File: src/rtl/axil_fifo_push_master.sv
// rtl/axil_fifo_push_master.sv - AXI4-Lite initiator pushing words into the async-FIFO slave
module axil_fifo_push_master #(
    parameter int MAX_RETRY = 4,
    parameter int POLL_GAP  = 8,
    parameter int TIMEOUT   = 1024
) (
    input  logic        clk_axi,
    input  logic        axi_resetn,
    input  logic        cmd_valid,
    output logic        cmd_ready,
    input  logic [31:0] cmd_data,
    input  logic [3:0]  cmd_strb,
    output logic        done_valid,
    output logic [1:0]  done_code,
    output logic [3:0]  done_retries,
    output logic [15:0] push_count,
    output logic        busy,
    output logic [3:0]  awaddr,
    output logic        awvalid,
    input  logic        awready,
    output logic [31:0] wdata,
    output logic [3:0]  wstrb,
    output logic        wvalid,
    input  logic        wready,
    input  logic [1:0]  bresp,
    input  logic        bvalid,
    output logic        bready,
    output logic [3:0]  araddr,
    output logic        arvalid,
    input  logic        arready,
    input  logic [31:0] rdata,
    input  logic [1:0]  rresp,
    input  logic        rvalid,
    output logic        rready
);

    typedef enum logic [2:0] {
        S_IDLE, S_WRITE, S_WAIT_B, S_POLL_GAP, S_POLL_AR, S_POLL_R, S_ERR
    } state_t;

    localparam logic [31:0] TO_LAST   = 32'(TIMEOUT - 1);
    localparam logic [31:0] GAP_LAST  = 32'(POLL_GAP - 1);
    localparam logic [3:0]  RETRY_MAX = 4'(MAX_RETRY);
    localparam logic [3:0]  ADDR_DATA   = 4'h0;
    localparam logic [3:0]  ADDR_STATUS = 4'h4;

    state_t      state;
    logic [3:0]  retry_cnt;
    logic [31:0] wait_cnt;
    logic        aw_pending;
    logic        w_pending;
    logic        unused_inputs;

    // A channel is still outstanding after this edge if its valid is up without ready.
    assign aw_pending = awvalid & ~awready;
    assign w_pending  = wvalid & ~wready;
    assign busy       = (state != S_IDLE);

    // Only bit 1 of STATUS (full) matters; response codes on R and the OKAY/EXOKAY split on B are don't-care.
    assign unused_inputs = ^{rresp, rdata[31:2], rdata[0], bresp[0]};

    // Main control FSM; all handshake and status outputs are registered here.
    always_ff @(posedge clk_axi) begin
        if (!axi_resetn) begin
            state        <= S_IDLE;
            cmd_ready    <= 1'b0;
            done_valid   <= 1'b0;
            done_code    <= 2'd0;
            done_retries <= 4'd0;
            push_count   <= 16'd0;
            awaddr       <= 4'h0;
            awvalid      <= 1'b0;
            wdata        <= 32'd0;
            wstrb        <= 4'd0;
            wvalid       <= 1'b0;
            bready       <= 1'b0;
            araddr       <= 4'h0;
            arvalid      <= 1'b0;
            rready       <= 1'b0;
            retry_cnt    <= 4'd0;
            wait_cnt     <= 32'd0;
        end else begin
            done_valid <= 1'b0;
            case (state)
                S_IDLE: begin
                    if (cmd_valid && cmd_ready) begin
                        wdata     <= cmd_data;
                        wstrb     <= cmd_strb;
                        retry_cnt <= 4'd0;
                        awaddr    <= ADDR_DATA;
                        awvalid   <= 1'b1;
                        wvalid    <= 1'b1;
                        cmd_ready <= 1'b0;
                        state     <= S_WRITE;
                    end else begin
                        cmd_ready <= 1'b1;
                    end
                end
                S_WRITE: begin
                    if (awvalid && awready) awvalid <= 1'b0;
                    if (wvalid && wready)   wvalid  <= 1'b0;
                    if (!aw_pending && !w_pending) begin
                        bready   <= 1'b1;
                        wait_cnt <= 32'd0;
                        state    <= S_WAIT_B;
                    end
                end
                S_WAIT_B: begin
                    if (bvalid) begin
                        bready <= 1'b0;
                        if (!bresp[1]) begin
                            push_count   <= push_count + 16'd1;
                            done_valid   <= 1'b1;
                            done_code    <= 2'd0;
                            done_retries <= retry_cnt;
                            cmd_ready    <= 1'b1;
                            state        <= S_IDLE;
                        end else if (retry_cnt < RETRY_MAX) begin
                            retry_cnt <= retry_cnt + 4'd1;
                            araddr    <= ADDR_STATUS;
                            arvalid   <= 1'b1;
                            state     <= S_POLL_AR;
                        end else begin
                            done_valid   <= 1'b1;
                            done_code    <= 2'd1;
                            done_retries <= retry_cnt;
                            cmd_ready    <= 1'b1;
                            state        <= S_IDLE;
                        end
                    end else if (wait_cnt == TO_LAST) begin
                        bready       <= 1'b0;
                        done_valid   <= 1'b1;
                        done_code    <= 2'd2;
                        done_retries <= retry_cnt;
                        state        <= S_ERR;
                    end else begin
                        wait_cnt <= wait_cnt + 32'd1;
                    end
                end
                S_POLL_AR: begin
                    if (arready) begin
                        arvalid  <= 1'b0;
                        rready   <= 1'b1;
                        wait_cnt <= 32'd0;
                        state    <= S_POLL_R;
                    end
                end
                S_POLL_R: begin
                    if (rvalid) begin
                        rready <= 1'b0;
                        if (rdata[1]) begin
                            wait_cnt <= 32'd0;
                            state    <= S_POLL_GAP;
                        end else begin
                            awvalid <= 1'b1;
                            wvalid  <= 1'b1;
                            state   <= S_WRITE;
                        end
                    end else if (wait_cnt == TO_LAST) begin
                        rready       <= 1'b0;
                        done_valid   <= 1'b1;
                        done_code    <= 2'd3;
                        done_retries <= retry_cnt;
                        state        <= S_ERR;
                    end else begin
                        wait_cnt <= wait_cnt + 32'd1;
                    end
                end
                S_POLL_GAP: begin
                    if (wait_cnt == GAP_LAST) begin
                        araddr  <= ADDR_STATUS;
                        arvalid <= 1'b1;
                        state   <= S_POLL_AR;
                    end else begin
                        wait_cnt <= wait_cnt + 32'd1;
                    end
                end
                S_ERR: begin
                    cmd_ready <= 1'b0;
                end
                default: begin
                    state <= S_ERR;
                end
            endcase
        end
    end

endmodule

File: config.mk
export PLATFORM = sky130hd
export DESIGN_NAME = axil_fifo_push_master
export DESIGN_NICKNAME = d
export VERILOG_FILES = /design/src/rtl/axil_fifo_push_master.sv
export SDC_FILE = /design/constraint.sdc
export NUM_CORES = 1
export LEC_CHECK = 0
export BUFFER_PORTS_ARGS = -buffer_cell sky130_fd_sc_hd__buf_4
export CORE_MARGIN = 8
export CORE_UTILIZATION = 45
export DETAILED_ROUTE_END_ITERATION = 8
export PLACE_DENSITY = 0.72
export SYNTH_ARGS = -nofsm -noshare
export SYNTH_HDL_FRONTEND = slang
export SYNTH_SLANG_ARGS = --single-unit
File: constraint.sdc
create_clock -name clk_axi -period 2.76 [get_ports clk_axi]
set_input_delay 0.276 -clock clk_axi [delete_from_list [all_inputs] [get_ports clk_axi]]
set_output_delay 0.276 -clock clk_axi [all_outputs]
set_load 0.02 [all_outputs]
Yosys cells after proc, flatten, opt, wreduce, memory -nomap -nowiden --
Cells that the tools add are included.
Storage, ports and cells: bits in registers 108, input port bits 80, output and inout port bits 74
Cells by class: add/subtract/negate cells 3, order comparisons 1, equality and inequality tests 28, mux-type cells 73, bitwise operators 6, reduce and logical (&&, ||, !) cells 31
Operator list (count):
- two-way mux 32 bit | 7
- one-hot mux 32 bit (5 select lines) | 1
- two-way mux 4 bit | 13
- adder 32 x 1 -> 32 bit (second input constant) | 1
- == test 32 x 10 -> 1 bit (second input constant) | 1
- == test 32 x 3 -> 1 bit (second input constant) | 1
- inequality test 2 bit (second input constant) | 15
- AND reduction 5 bit | 6
- two-way mux 3 bit | 9
- two-way mux 1 bit | 24
- one-hot mux 4 bit (2 select lines) | 3
- one-hot mux 3 bit (7 select lines) | 1
- adder 16 x 1 -> 16 bit (second input constant) | 1
- AND reduction 3 bit | 5
- two-way mux 2 bit | 7
- inequality test 3 bit (second input constant) | 4
- one-hot mux 1 bit (3 select lines) | 4
- AND reduction 6 bit | 2
- nonzero test 3 bit | 4
- nonzero test 2 bit | 5
- == test 3 bit (second input constant) | 3
- == test 3 x 2 -> 1 bit (second input constant) | 2
- one-hot mux 1 bit (2 select lines) | 3
- nonzero test 5 bit | 1
- 11 further kinds | 19

Logic depth before layout (Yosys ltp) --
depth in word-level cells 6, gate-level depth with buffers 8

Least setup slack after synthesis --
OpenSTA, ideal clock, no wires.
kind register to register, from reg wait_cnt[0], to reg state[1], data arrival time 2120 ps, data required time 2685 ps, slack 565 ps, cell stages (with the launch flop) 8, buffers on the path 0, path through dfxtp_1 ha_1 nor4b_1 and3_1 or3b_1 a221o_1 o31a_1 o22ai_1
On the way: cells in the longest elaborated chain, start to end 4, elaborated cells on any way between the ends 8
RTL lines:
- from (decl) | line 49 | logic [31:0] wait_cnt;
- from (signal assigned) | line 137 | wait_cnt <= wait_cnt + 32'd1;
- from (signal assigned) | line 166 | wait_cnt <= wait_cnt + 32'd1;
- from (signal assigned) | line 175 | wait_cnt <= wait_cnt + 32'd1;
- == test 32 x 10 -> 1 bit | line 130, 159
- two-way mux 3 bit
- two-way mux 3 bit (on tied branches)
- one-hot mux 3 bit (7 select lines)
- to (signal assigned) | line 128 | state <= S_IDLE;
- to (signal assigned) | line 135 | state <= S_ERR;
- to (signal assigned) | line 164 | state <= S_ERR;
- to (decl) | line 47 | state_t state;
Parallel ways exist; a longest one is shown, timed or not. A chain may end at the register's enable or synchronous reset.

Worst setup path in the final report --
from reg state[2], to reg wait_cnt[6]
On the way: cells in the longest elaborated chain, start to end 3, elaborated cells on any way between the ends 13
RTL lines:
- from (signal assigned) | line 65 | state <= S_IDLE;
- from (signal assigned) | line 94 | state <= S_WRITE;
- from (signal assigned) | line 105 | state <= S_WAIT_B;
- == test 3 bit (tied with other cells) | line 84 | case (state)
- inequality test 3 bit (no line) (tied with other cells)
- AND reduction 6 bit (no line)
Parallel ways exist; a longest one is shown, timed or not.

==> metrics.sh <==
LAYOUT_WORST_PATH_CYCLE_SHARE_PCT=89.7
DIE_W_UM=120
POWER.SWITCHING_mW=0.846
CTS.REPAIR_TIMING.SETUP_BUFFER_COUNT=0
NUMBER_OF_ANTENNA_VIOLATIONS_AT_THE_FIRST_CHECK_IN_GLOBAL_ROUTING=0
FINAL_NET_COUNT=803
FINALHOLDWORSTSLACK_NS=0.140
POSTSYNTH.TOPFLOPCELL='sky130_fd_sc_hd__dfxtp_1'
PERIOD_NEEDED_NS=2.48
SLEW_HEADROOM_PCT=37.8
RSZ_0062_RAISED_AFTER_GLOBAL_ROUTING='no'
PORT-BUFFER-COUNT=112
TIMING.SETUP.TNS_NS=0
PWR-SHARE-SEQ_PCT=54.6
CLOCK_TREE.BUFFER_DEPTH=2
CLOCK_LATENCY_NS=0.37
VIAS_IN_THE_FIRST_GLOBAL_ROUTE=4406
GR-TOTAL-OVERFLOW=0
ROWS=38
WORST_HOLD_PATH.NUM_CELLS=3
GLOBALPLACE.CONGESTION=0.841
REG2REG_DEPTH=6
WORSTSETUPENDPOINTTYPE='register'
WORSTHOLDENDPOINT='wdata[29]'
DP_HPWL_MM=9.86
WL_PER_CELL_UM=15.7
FIRST_PASS_GRT_WIRE_LENGTH_MM=21.4
ARRIVAL_NS=2.77
FP.COREAREA_MM2=0.0107
REG2REG_SETUP_SLACK_NS=0.28
RR_STARTPOINT='state[2]'
WORSTPATHMAXFANOUT=14
SYNTH-EDFF-COUNT=0
SYNTH-ASYNC-RESET-RATIO_PCT=0
TIMING.FINAL.HOLD_VIOLATIONS=0
YOSYSWARNINGS=0
AVGVIACOUNTPERCELL=5.53
POST_SYNTHESIS_CELL_TYPE_COUNT=61
DIE_FOOTPRINT_MM2=0.0145
SYN-CELL-AREA_MM2=0.00489
LARGEST_NET_DEGREE_AT_THE_START_OF_GLOBAL_ROUTING=64
SYNTH_AREA_LEADER_CELL='sky130_fd_sc_hd__dfxtp_1'
HOLD_PATH.STARTPOINT='cmd_data[29]'
CLOCK_TREE.HTREE_LEVEL_COUNT=3
POWER.IR.VDD_WORST_mV=0.276
TRITONCTS_CLOCK_TREE='yes'
CRITICAL_PATH_REQUIRED_NS=3.06
SETUP_VIOLATIONS=0
REGISTER_CLOCK_PIN_SLEW_ON_THE_REPORTED_WORST_SETUP_AND_HOLD_PATHS_NS=0.11
FLOORPLAN.INITIALDENSITY_PCT=45.5
CTS.REPAIR.RESIZED=0
INTERNAL_POWER_mW=2.06
AREA_OVERHEAD_VS_SYNTH_PCT=22.8
COMBINATIONALPOWERSHARE_PCT=13.7
ACHIEVABLE_FREQUENCY_MHz=404
SYNTH-SEQ-AREA-SHARE_PCT=43.0
MIN_PATH_TYPE='primary input to register'
STATIC-LEAKAGE-POWER_nW=2.36
TOP_LEVEL_PORTS=154
DESIGN_AREA_MM2=0.00601
FILLERINSTANCES=996
POST_ROUTE_CELLS_DRIVE_ABOVE_1_SHARE_PCT=21.2
FP.DIEH_UM=120
PWR-SHARE-CLK_PCT=31.7
DRV.MAX_CAP_VIOLATION_COUNT=0
SLEW_VIOLATIONS=0
SYNTH.FF_LATCH_COUNT=105
STARTPOINT_KIND_OF_THE_WORST_SETUP_TIMING_PATH='register'
SYNTHCELLS=621
POSTSYNTHAREAPERCELL_UM2=7.88
SYNTH.MOST_COMMON_CELL='sky130_fd_sc_hd__nand2_1'
N_ANTENNA_CELL=0
CTS-BUFFERS-INSERTED=9
YOSYS-TOP-CELLS-COUNT='sky130_fd_sc_hd__nand2_1, sky130_fd_sc_hd__dfxtp_1, sky130_fd_sc_hd__a21oi_1, sky130_fd_sc_hd__nor2_1, sky130_fd_sc_hd__nand3_1'
DRT_DRC_VIOLATIONS_LEFT=0
SYNTH.TOP_CELLS.BY_AREA='sky130_fd_sc_hd__dfxtp_1, sky130_fd_sc_hd__nand2_1, sky130_fd_sc_hd__a21oi_1, sky130_fd_sc_hd__nor2_1, sky130_fd_sc_hd__nand3_1'
FINALWIRELENGTH_MM=13.6
POSTPLACECELLAREA_MM2=0.00582
SETUP.WORST_PATH.CLASS='register to register'
GLOBALROUTETOTALUTIL_PCT=17.7
DRT.ANTENNA.VIOLATING_NETS=0
POST_CTS_HOLD_BUFFER_COUNT=0
AREA_SHARE_OF_THE_LARGEST_CELL_TYPE_AFTER_SYNTHESIS_PCT=43.0
ROOT_BUFFER='sky130_fd_sc_hd__clkbuf_8'
DRT_PASS1_ITERATIONS=5
POWERDENSITY_mW_PER_MM2=483
POWER.SHARE.SWITCHING_PCT=29.2
DETAIL_ROUTE.ITER0.VIOLATIONS=474
FIN_SKEW_NS=0.0141
REGTOREGENDPOINT='wait_cnt[6]'
DR_TOTAL_VIAS=4783
OUTCOME='finished clean'
TIMING_WORST_SLEW_PIN_VALUE_NS=0.933
CLOCK-SINKS=105
## placed cells by master (no fill, tap or decap), types with 6 or more instances in the layout
master	netlist	final
sky130_fd_sc_hd__nand3_1	32	32
sky130_fd_sc_hd__o21ai_0	20	20
sky130_fd_sc_hd__or4_1	6	6
sky130_fd_sc_hd__nor3_1	13	13
sky130_fd_sc_hd__conb_1	1	7
sky130_fd_sc_hd__dfxtp_1	105	105
sky130_fd_sc_hd__nand4_1	10	10
sky130_fd_sc_hd__nand2b_1	8	8
sky130_fd_sc_hd__clkbuf_8	0	9
sky130_fd_sc_hd__nor2_1	46	45
sky130_fd_sc_hd__nand2_1	118	118
sky130_fd_sc_hd__nor4_1	10	10
sky130_fd_sc_hd__and2_1	8	8
sky130_fd_sc_hd__buf_4	8	126
sky130_fd_sc_hd__xor2_1	9	9
sky130_fd_sc_hd__a21oi_1	72	72
sky130_fd_sc_hd__xnor2_1	12	12
sky130_fd_sc_hd__and3_1	19	19
sky130_fd_sc_hd__or3_1	10	10
## logic make-up (layout without fill, tap and decap cells)
family,Yosys count,after routing,share of synthesized area [%]
simple gates,304,304,30.4
compound gates,133,133,16.2
flops,105,105,43.0
buf+inv,49,147,4.83
xor+xnor,21,21,3.76
mux,5,5,1.02
fa+ha+maj,3,3,0.767
other cells,1,7,0.0767
## critical path, cell delays in order, from the launching register on
cell and delay, ns:
sky130_fd_sc_hd__dfxtp_1 0.49, sky130_fd_sc_hd__nor4bb_1 0.61, sky130_fd_sc_hd__o2111ai_1 0.18, sky130_fd_sc_hd__a211oi_1 0.33, sky130_fd_sc_hd__or2_1 0.45, sky130_fd_sc_hd__o21ai_0 0.17
sky130_fd_sc_hd__a21oi_1 0.18
## state kept, by name, indices dropped and copies added, names as in the netlist
signal / flops
wait_cnt: 32
wdata: 32
push_count: 16
done_retries: 4
retry_cnt: 4
wstrb: 4
state: 3
done_code: 2
araddr: 1
arvalid: 1
awvalid: 1
bready: 1
cmd_ready: 1
done_valid: 1
rready: 1
wvalid: 1
## per-stage QoR
stage          setup WS [ns]  instances  total power, mW  util [%]
3_3_place_gp           0.393        849             2.01      54.2
6_report               0.283        865             2.90      55.9
4_1_cts                0.337        865             2.93      55.9
3_5_place_dp           0.366        849             2.02      54.2
2_1_floorplan          0.565        627             1.85         -
5_1_grt               0.0246        865             3.03      55.9
## cell type report
cell class	instances	area, µm²	share of cell area (%)
Clock buffer	9	124	2.06
Clock inverter	7	61.3	1.02
Inverter	5	18.8	0.313
Multi-Input combinational cell	473	2580	42.9
Sequential cell	105	2100	35.0
Tap cell	140	175	2.92
Timing Repair Buffer	126	946	15.7
## metal layers
layer	routed length, µm	vias up	global-route usage (%)
met1	5790	2214	21.3
met4	309	0	7.10
met3	979	23	3.82
met2	6490	182	30.2
li1	-	2364	-
met5	0	-	0
## worst max path at each step
stage / startpoint / endpoint / cells past startpoint
floorplan: wait_cnt[0] / state[1] / 7
global placement: wait_cnt[0] / state[1] / 7
detailed placement: wait_cnt[0] / state[1] / 7
CTS: wait_cnt[0] / state[1] / 7
global route: state[2] / wait_cnt[6] / 6
finish: state[2] / wait_cnt[6] / 6
## power by group through the flow
stage	logic, mW	clock network [mW]	registers [mW]
2_1_floorplan	0.193	0	1.66
3_3_place_gp	0.391	0	1.62
3_5_place_dp	0.398	0	1.62
4_1_cts	0.398	0.946	1.58
5_1_grt	0.433	1.01	1.59
6_report	0.399	0.920	1.58
Power figures use the tool's default switching activity.
